## config.mk

```make
export PLATFORM = sky130hd
export DESIGN_NAME = uart_alu_interface
export DESIGN_NICKNAME = d
export VERILOG_FILES = /design/src/rtl/uart_alu_interface_pkg.sv /design/src/rtl/uart_alu_interface.sv
export SDC_FILE = /design/constraint.sdc
export NUM_CORES = 1
export LEC_CHECK = 0
export ABC_CLOCK_PERIOD_IN_PS = 1390
export CAP_MARGIN = 15
export CORE_MARGIN = 8
export CORE_UTILIZATION = 38
export DETAILED_ROUTE_END_ITERATION = 10
export PLACE_DENSITY = 0.74
export SLEW_MARGIN = 5
export SYNTH_ARGS = -nofsm -noshare
export SYNTH_HDL_FRONTEND = slang
export SYNTH_SLANG_ARGS = --single-unit
```

## constraint.sdc

```tcl
create_clock -name i_clock -period 1.39 [get_ports i_clock]
set_input_delay 0.139 -clock i_clock [delete_from_list [all_inputs] [get_ports i_clock]]
set_output_delay 0.139 -clock i_clock [all_outputs]
set_load 0.02 [all_outputs]
```

## src/rtl/uart_alu_interface_pkg.sv

```systemverilog
// uart_alu_interface_pkg: shared widths, ALU opcodes and FSM encoding for the TP2 UART/ALU link
package uart_alu_interface_pkg;
   localparam int NB_DATA_DEF = 8;
   localparam int NB_OP_DEF   = 6;
   localparam logic [5:0] OP_ADD = 6'b100000;
   localparam logic [5:0] OP_SUB = 6'b100010;
   localparam logic [5:0] OP_AND = 6'b100100;
   localparam logic [5:0] OP_OR  = 6'b100101;
   localparam logic [5:0] OP_XOR = 6'b100110;
   localparam logic [5:0] OP_SRA = 6'b000011;
   localparam logic [5:0] OP_SRL = 6'b000010;
   localparam logic [5:0] OP_NOR = 6'b100111;
   typedef enum logic [2:0] {
      WAIT_A  = 3'd0,
      WAIT_B  = 3'd1,
      WAIT_OP = 3'd2,
      EXEC    = 3'd3,
      SEND    = 3'd4,
      WAIT_TX = 3'd5
   } state_t;
endpackage

```

## src/rtl/uart_alu_interface.sv

```systemverilog
// uart_alu_interface: collects A, B, opcode bytes from uart_rx, drives the ALU, returns its result via uart_tx
//   i_clock/i_reset          clock, synchronous active-high reset
//   i_rx_done_tick/i_rx_data received byte strobe and value
//   i_tx_done_tick           transmitter finished the stop bit
//   i_alu_result             combinational ALU output
//   o_alu_a/o_alu_b/o_alu_op registered ALU operands and opcode
//   o_tx_start/o_tx_data     one-cycle send request and held result byte
//   o_busy/o_overrun         transaction in flight, sticky dropped-byte flag
module uart_alu_interface
   import uart_alu_interface_pkg::*;
#(
   parameter int NB_DATA = NB_DATA_DEF,
   parameter int NB_OP   = NB_OP_DEF
) (
   input  logic               i_clock,
   input  logic               i_reset,
   input  logic               i_rx_done_tick,
   input  logic [NB_DATA-1:0] i_rx_data,
   input  logic               i_tx_done_tick,
   input  logic [NB_DATA-1:0] i_alu_result,
   output logic [NB_DATA-1:0] o_alu_a,
   output logic [NB_DATA-1:0] o_alu_b,
   output logic [NB_OP-1:0]   o_alu_op,
   output logic               o_tx_start,
   output logic [NB_DATA-1:0] o_tx_data,
   output logic               o_busy,
   output logic               o_overrun
);
   state_t state, state_next;
   logic   drop;
   // bytes arriving while a result is being produced or sent have nowhere to go
   assign drop       = i_rx_done_tick && (state inside {EXEC, SEND, WAIT_TX});
   assign o_tx_start = state == SEND;
   always_comb begin
      state_next = state;
      case (state)
         WAIT_A:  state_next = i_rx_done_tick ? WAIT_B : WAIT_A;
         WAIT_B:  state_next = i_rx_done_tick ? WAIT_OP : WAIT_B;
         WAIT_OP: state_next = i_rx_done_tick ? EXEC : WAIT_OP;
         EXEC:    state_next = SEND;
         SEND:    state_next = WAIT_TX;
         WAIT_TX: state_next = i_tx_done_tick ? WAIT_A : WAIT_TX;
         default: state_next = WAIT_A;
      endcase
   end
   always_ff @(posedge i_clock) begin
      if (i_reset) begin
         state     <= WAIT_A;
         o_alu_a   <= '0;
         o_alu_b   <= '0;
         o_alu_op  <= '0;
         o_tx_data <= '0;
         o_busy    <= 1'b0;
         o_overrun <= 1'b0;
      end else begin
         state <= state_next;
         if (state == WAIT_A && i_rx_done_tick)
            o_alu_a <= i_rx_data;
         if (state == WAIT_B && i_rx_done_tick)
            o_alu_b <= i_rx_data;
         if (state == WAIT_OP && i_rx_done_tick) begin
            o_alu_op <= i_rx_data[NB_OP-1:0];
            o_busy   <= 1'b1;
         end
         // ALU inputs settled for a full cycle; sample its output
         if (state == EXEC)
            o_tx_data <= i_alu_result;
         if (state == WAIT_TX && i_tx_done_tick)
            o_busy <= 1'b0;
         if (drop)
            o_overrun <= 1'b1;
      end
   end
endmodule

```

# == Word level (Yosys, flattened, before mapping) ==
# Cells that the tools add are included.
# classes
n_div,0
n_reduce_logical,8
n_bitwise,0
eq_ne,5
mul,0
magnitude_cmp,0
n_mux,5
addsub,0
shift,0
# ops
op,count
3-bit one-hot mux with 6 select lines,1
3-bit by 2-bit equality test with 1-bit output (second input constant),2
3-bit equality test (second input constant),2
1-bit logical AND,5
3-bit by 1-bit equality test with 1-bit output (second input constant),1
3-bit zero test,1
3-bit two-way mux,1
3-bit nonzero test,1
1-bit two-way mux,2
2-bit two-way mux,1
2-bit OR reduction,1
# totals
reg_bits,35
in_bits,20
rom_bits,0
word_cells,25
mem_bits_rw,0
n_memories,0
out_inout_bits,33
latchBits,0

# == Depth between registers and ports, before layout ==
# logic_depth
word_depth,3
mapped_depth,5
mapped_depth_nobuf,3

# == Worst setup path before layout ==
# No wires, ideal clock.
# synth_timing
kind,reg-to-reg
startpoint,reg state[1]
endpoint,reg o_alu_a[0]
t_arrival_ns,1.177
path_stages_with_launch,6
path_slack_ns,0.081
setup_time_ns,0.132
cell_sequence,dfxtp_1 > buf_6 > or4b_4 > buf_6 > nand2_1 > a21oi_1
# synth_via
elab_chain_len,2
# synth_rtl
element,line_no,text
from (decl),uart_alu_interface.sv:29,"state_t state, state_next;"
from (signal assigned),uart_alu_interface.sv:56,state <= state_next;
3-bit zero test,uart_alu_interface.sv:57,if (state == WAIT_A && i_rx_done_tick)
1-bit logical AND,uart_alu_interface.sv:57,
to (signal assigned),uart_alu_interface.sv:58,o_alu_a <= i_rx_data;
to (decl),uart_alu_interface.sv:21,"output logic [NB_DATA-1:0] o_alu_a,"
# Every way passes these cells.
# A chain may end at the register's enable or synchronous reset.

# == Worst setup path in the final report ==
# layout_timing
startpoint,reg state[1]
endpoint,reg o_alu_b[1]
# layout_via
elab_chain_len,2
# layout_rtl
element,line_no,text
3-bit by 1-bit equality test with 1-bit output,uart_alu_interface.sv:59,if (state == WAIT_B && i_rx_done_tick)
1-bit logical AND,uart_alu_interface.sv:59,
to (signal assigned),uart_alu_interface.sv:60,o_alu_b <= i_rx_data;
to (decl),uart_alu_interface.sv:22,"output logic [NB_DATA-1:0] o_alu_b,"
# Every way passes these cells.

==> results.txt <==
----------------------------------------------------
[Synthesis]
  Post-Syn Nets ... 159
  Share of Yosys cell area claimed by the top area cell type ... 51.66%
  Cell types occupying the most area after synthesis ... sky130_fd_sc_hd__dfxtp_1 52%, sky130_fd_sc_hd__mux2i_1 16%, sky130_fd_sc_hd__nor2_1 7.5%
  Total standard cell area after synthesis ... 0.001356 mm2
  Distinct cells, synth ... 21
  Synthesis warning total ... 0
  Mapped Cells ... 139
  Synthesis-stage register bit count ... 35
  Average cell area after synthesis ... 9.758 um2
  Sequential cell area fraction in the yosys report ... 51.66%
  Cell type with the highest aggregate area in the netlist ... sky130_fd_sc_hd__dfxtp_1

[Layout]
  Layout net count ... 218
  Antenna diodes ... 0
  Highest-count cells in the layout ignoring fill and taps ... 33 x sky130_fd_sc_hd__dfxtp_1, 32 x sky130_fd_sc_hd__dlygate4sd2_1, 27 x sky130_fd_sc_hd__nor2_1
  Fraction of final layout cells with drive strength greater than 1 ... 12.06%
  Non-filler cells, final ... 245
  Final-layout fill cell count ... 317
  Most common cell after layout, fill and taps aside ... sky130_fd_sc_hd__dfxtp_1
  Layout Utilization ... 60.06%
  Layout Area Growth over Synthesis ... 50.09%

[Timing]
  Hold Slack ... 0.3874 ns
  Share of the cycle needed by the critical path after routing ... 96.51%
  Rel. slew slack ... 84.42%
  Final Skew ... 0.01983 ns
  Final setup margin ... 0.04855 ns
  Hold violation count in the final report ... 0
  Worst slew pin tran ... 0.2347 ns
  Setup repair after global routing missed its margin ... false
  Total setup violations reported at the end of the flow ... 0
  Max-slew violation count ... 0
  Final critical-path required period ... 1.341 ns
  Achievable Freq ... 0.7455 GHz

[Critical path]
  Crit. End Element ... register
  Startpoint Class ... register
  Data arrival time at the worst-slack endpoint ... 1.57 ns
  Length in cells of the worst reg-to-reg path ... 5
  Reg2Reg Capture Point ... o_alu_b[1]
  Startpoint of the worst register-to-register path ... state[1]
  Highest fanout seen on the critical path ... 8
  Critical path start-end classification ... reg -> reg
  Worst endpoint required time ... 1.62 ns
  Flop-to-flop setup slack ... 0.05 ns

[Global routing]
  Maximum number of pins on one net before global-route repair ... 36
  Overflow after GRT ... 0
  Via count of the first global-routing pass ... 1194
  Overall fraction of global-route tracks in use ... 12.88%
  First-pass GRT wire length ... 5.513 mm
  Antenna violations before repair ... 0

[Worst hold path]
  Path category of the worst min-delay check ... in -> reg
  Worst Hold Launch ... i_rx_data[7]
  Worst Hold Depth ... 3
  Worst Hold Endpoint ... o_alu_a[7]

[Power]
  Switching power ... 521.3 uW
  Clock Power Share ... 39.1%
  Switching part of the total power ... 22.75%
  Internal power consumption ... 1770 uW
  Combinational fraction of design power ... 14.2%
  Static leakage ... 0.0009762 uW
  Maximum vdd drop ... 0.7127 mV
  Ratio of total power to cell area ... 1126 mW/mm2
  Sequential fraction of design power ... 46.8%

[Die]
  Placeable Area ... 0.003390 mm2
  Standard-cell rows ... 21
  Starting Density ... 40.01%
  Floorplan die height ... 75.74 um
  Top-level I/O count ... 53
  Floorplan die area ... 0.005737 mm2
  Die Width ... 75.74 um

[Clock network]
  CTS sink count ... 35
  CTS tree ... built
  Clock tree root driver cell ... sky130_fd_sc_hd__clkbuf_4
  Max H-tree Level ... 2
  Count of hold buffers inserted by post-cts repair ... 0
  Bufs on Longest Clock Path ... 2
  Clock network latency to the later pin of the worst-skew pair ... 0.34 ns
  Total clock buffers created by CTS ... 5
  CTS clk-pin slew, worst paths ... 0.12 ns

[Route]
  Number of iterations in the first detailed-routing pass ... 4
  Total DRC errors in the routed layout ... 0
  Via Count ... 1158
  Number of violations reported at the end of detailed-routing iteration 0 ... 63
  Routed via count divided by cell count ... 4.727
  Final wirelength ... 3.567 mm
  Residual antenna-violating net count after detailed routing ... 0
  WL/cell ... 14.56 um

[Flow run]
  Reported max-cap violation count ... 0

[Placed design]
  Quantity of I/O buffers inserted on ports ... 52
  Cell count after placement ... 237
  Pre-CTS setup slack ... -0.1063 ns
  HPWL Detailed ... 2.739 mm
  Gp weighted congestion ... 0.8335

[Outcome]
  Run status ... completed

----------------------------------------------------
-- repair_timing --
action | 4_1_cts | 5_1_grt
gates resized for setup | 36 | 2
pin swaps | 0 | 0
setup endpoints to repair | 33 | 4
setup buffers | 0 | 0
-- synthesized netlist by cell type (all sizes together) --
cell	n
buf	7
nand3b	2
nand2b	3
nor4b	1
a21o	1
nand2	18
o32a	1
mux2i	22
or2b	1
a211oi	2
a21oi	10
or4b	1
dfxtp	35
nor2	27
and4bb	2
clkbuf	4
nor3	1
and2b	1
-- cells by family after synthesis --
group / Yosys count / share of synthesized area (%)
buf+inv: 11 / 4.797
flops: 35 / 51.66
compound gates: 14 / 6.089
mux: 22 / 16.24
simple gates: 57 / 21.22
-- state kept, by name (all words and copies together) (netlist names) --
register	cells
o_alu_a	8
o_alu_b	8
o_alu_op	6
o_busy	1
o_overrun	1
o_tx_data	8
state	3
-- routing by layer --
metal	global-route usage, %	wire [um]	vias to the layer above
met5	0	0	-
met4	5.757	54	0
li1	-	-	580
met2	22.53	1817	26
met1	13.93	1526	548
met3	3.816	169	4
-- critical path, cell delays in order (launching register included) --
cell,delay [ns]
sky130_fd_sc_hd__dfxtp_1,0.35
sky130_fd_sc_hd__buf_4,0.17
sky130_fd_sc_hd__and4bb_1,0.30
sky130_fd_sc_hd__buf_12,0.15
sky130_fd_sc_hd__mux2i_1,0.21
sky130_fd_sc_hd__nor2_1,0.05
-- area by class of cell --
type	instances	area (um2)	area share (%)
Multi-Input combinational cell	93	590.6	29.01
Sequential cell	35	703.2	34.54
Tap cell	46	57.56	2.827
Clock buffer	6	41.29	2.028
Clock inverter	2	60.06	2.950
Timing Repair Buffer	63	583.1	28.64
-- power groups by stage --
| stage | Clock, uW | Sequential, uW | Combinational, uW |
|---|---|---|---|
| finish | 895 | 1070 | 325 |
| global route | 962 | 1080 | 350 |
| CTS | 900 | 1070 | 329 |
| detailed placement | 0 | 1100 | 351 |
| global placement | 0 | 1090 | 342 |
| floorplan | 0 | 1130 | 141 |
-- worst max-delay path by stage --
stage                         startpoint    endpoint  slack (ns)
after floorplan                 state[1]  o_alu_a[0]        0.08
after global placement    i_rx_done_tick  o_alu_a[1]       -0.08
after detailed placement  i_rx_done_tick  o_alu_a[7]       -0.11
after CTS                       state[1]  o_tx_start       0.007
after global routing            state[2]  o_alu_a[1]       0.006
final                           state[1]  o_alu_b[1]        0.05
-- through the flow --
| stage | area [um2] | power (uW) | setup TNS [ns] |
|---|---|---|---|
| 4_1_cts | 2041 | 2300 | 0 |
| 5_1_grt | 2036 | 2391 | 0 |
| 2_1_floorplan | 1356 | 1267 | 0 |
| 3_5_place_dp | 1977 | 1446 | -1.519 |
| 3_3_place_gp | 1977 | 1434 | -0.9872 |
| 6_report | 2036 | 2291 | 0 |
(Power assumes the default switching activity.)
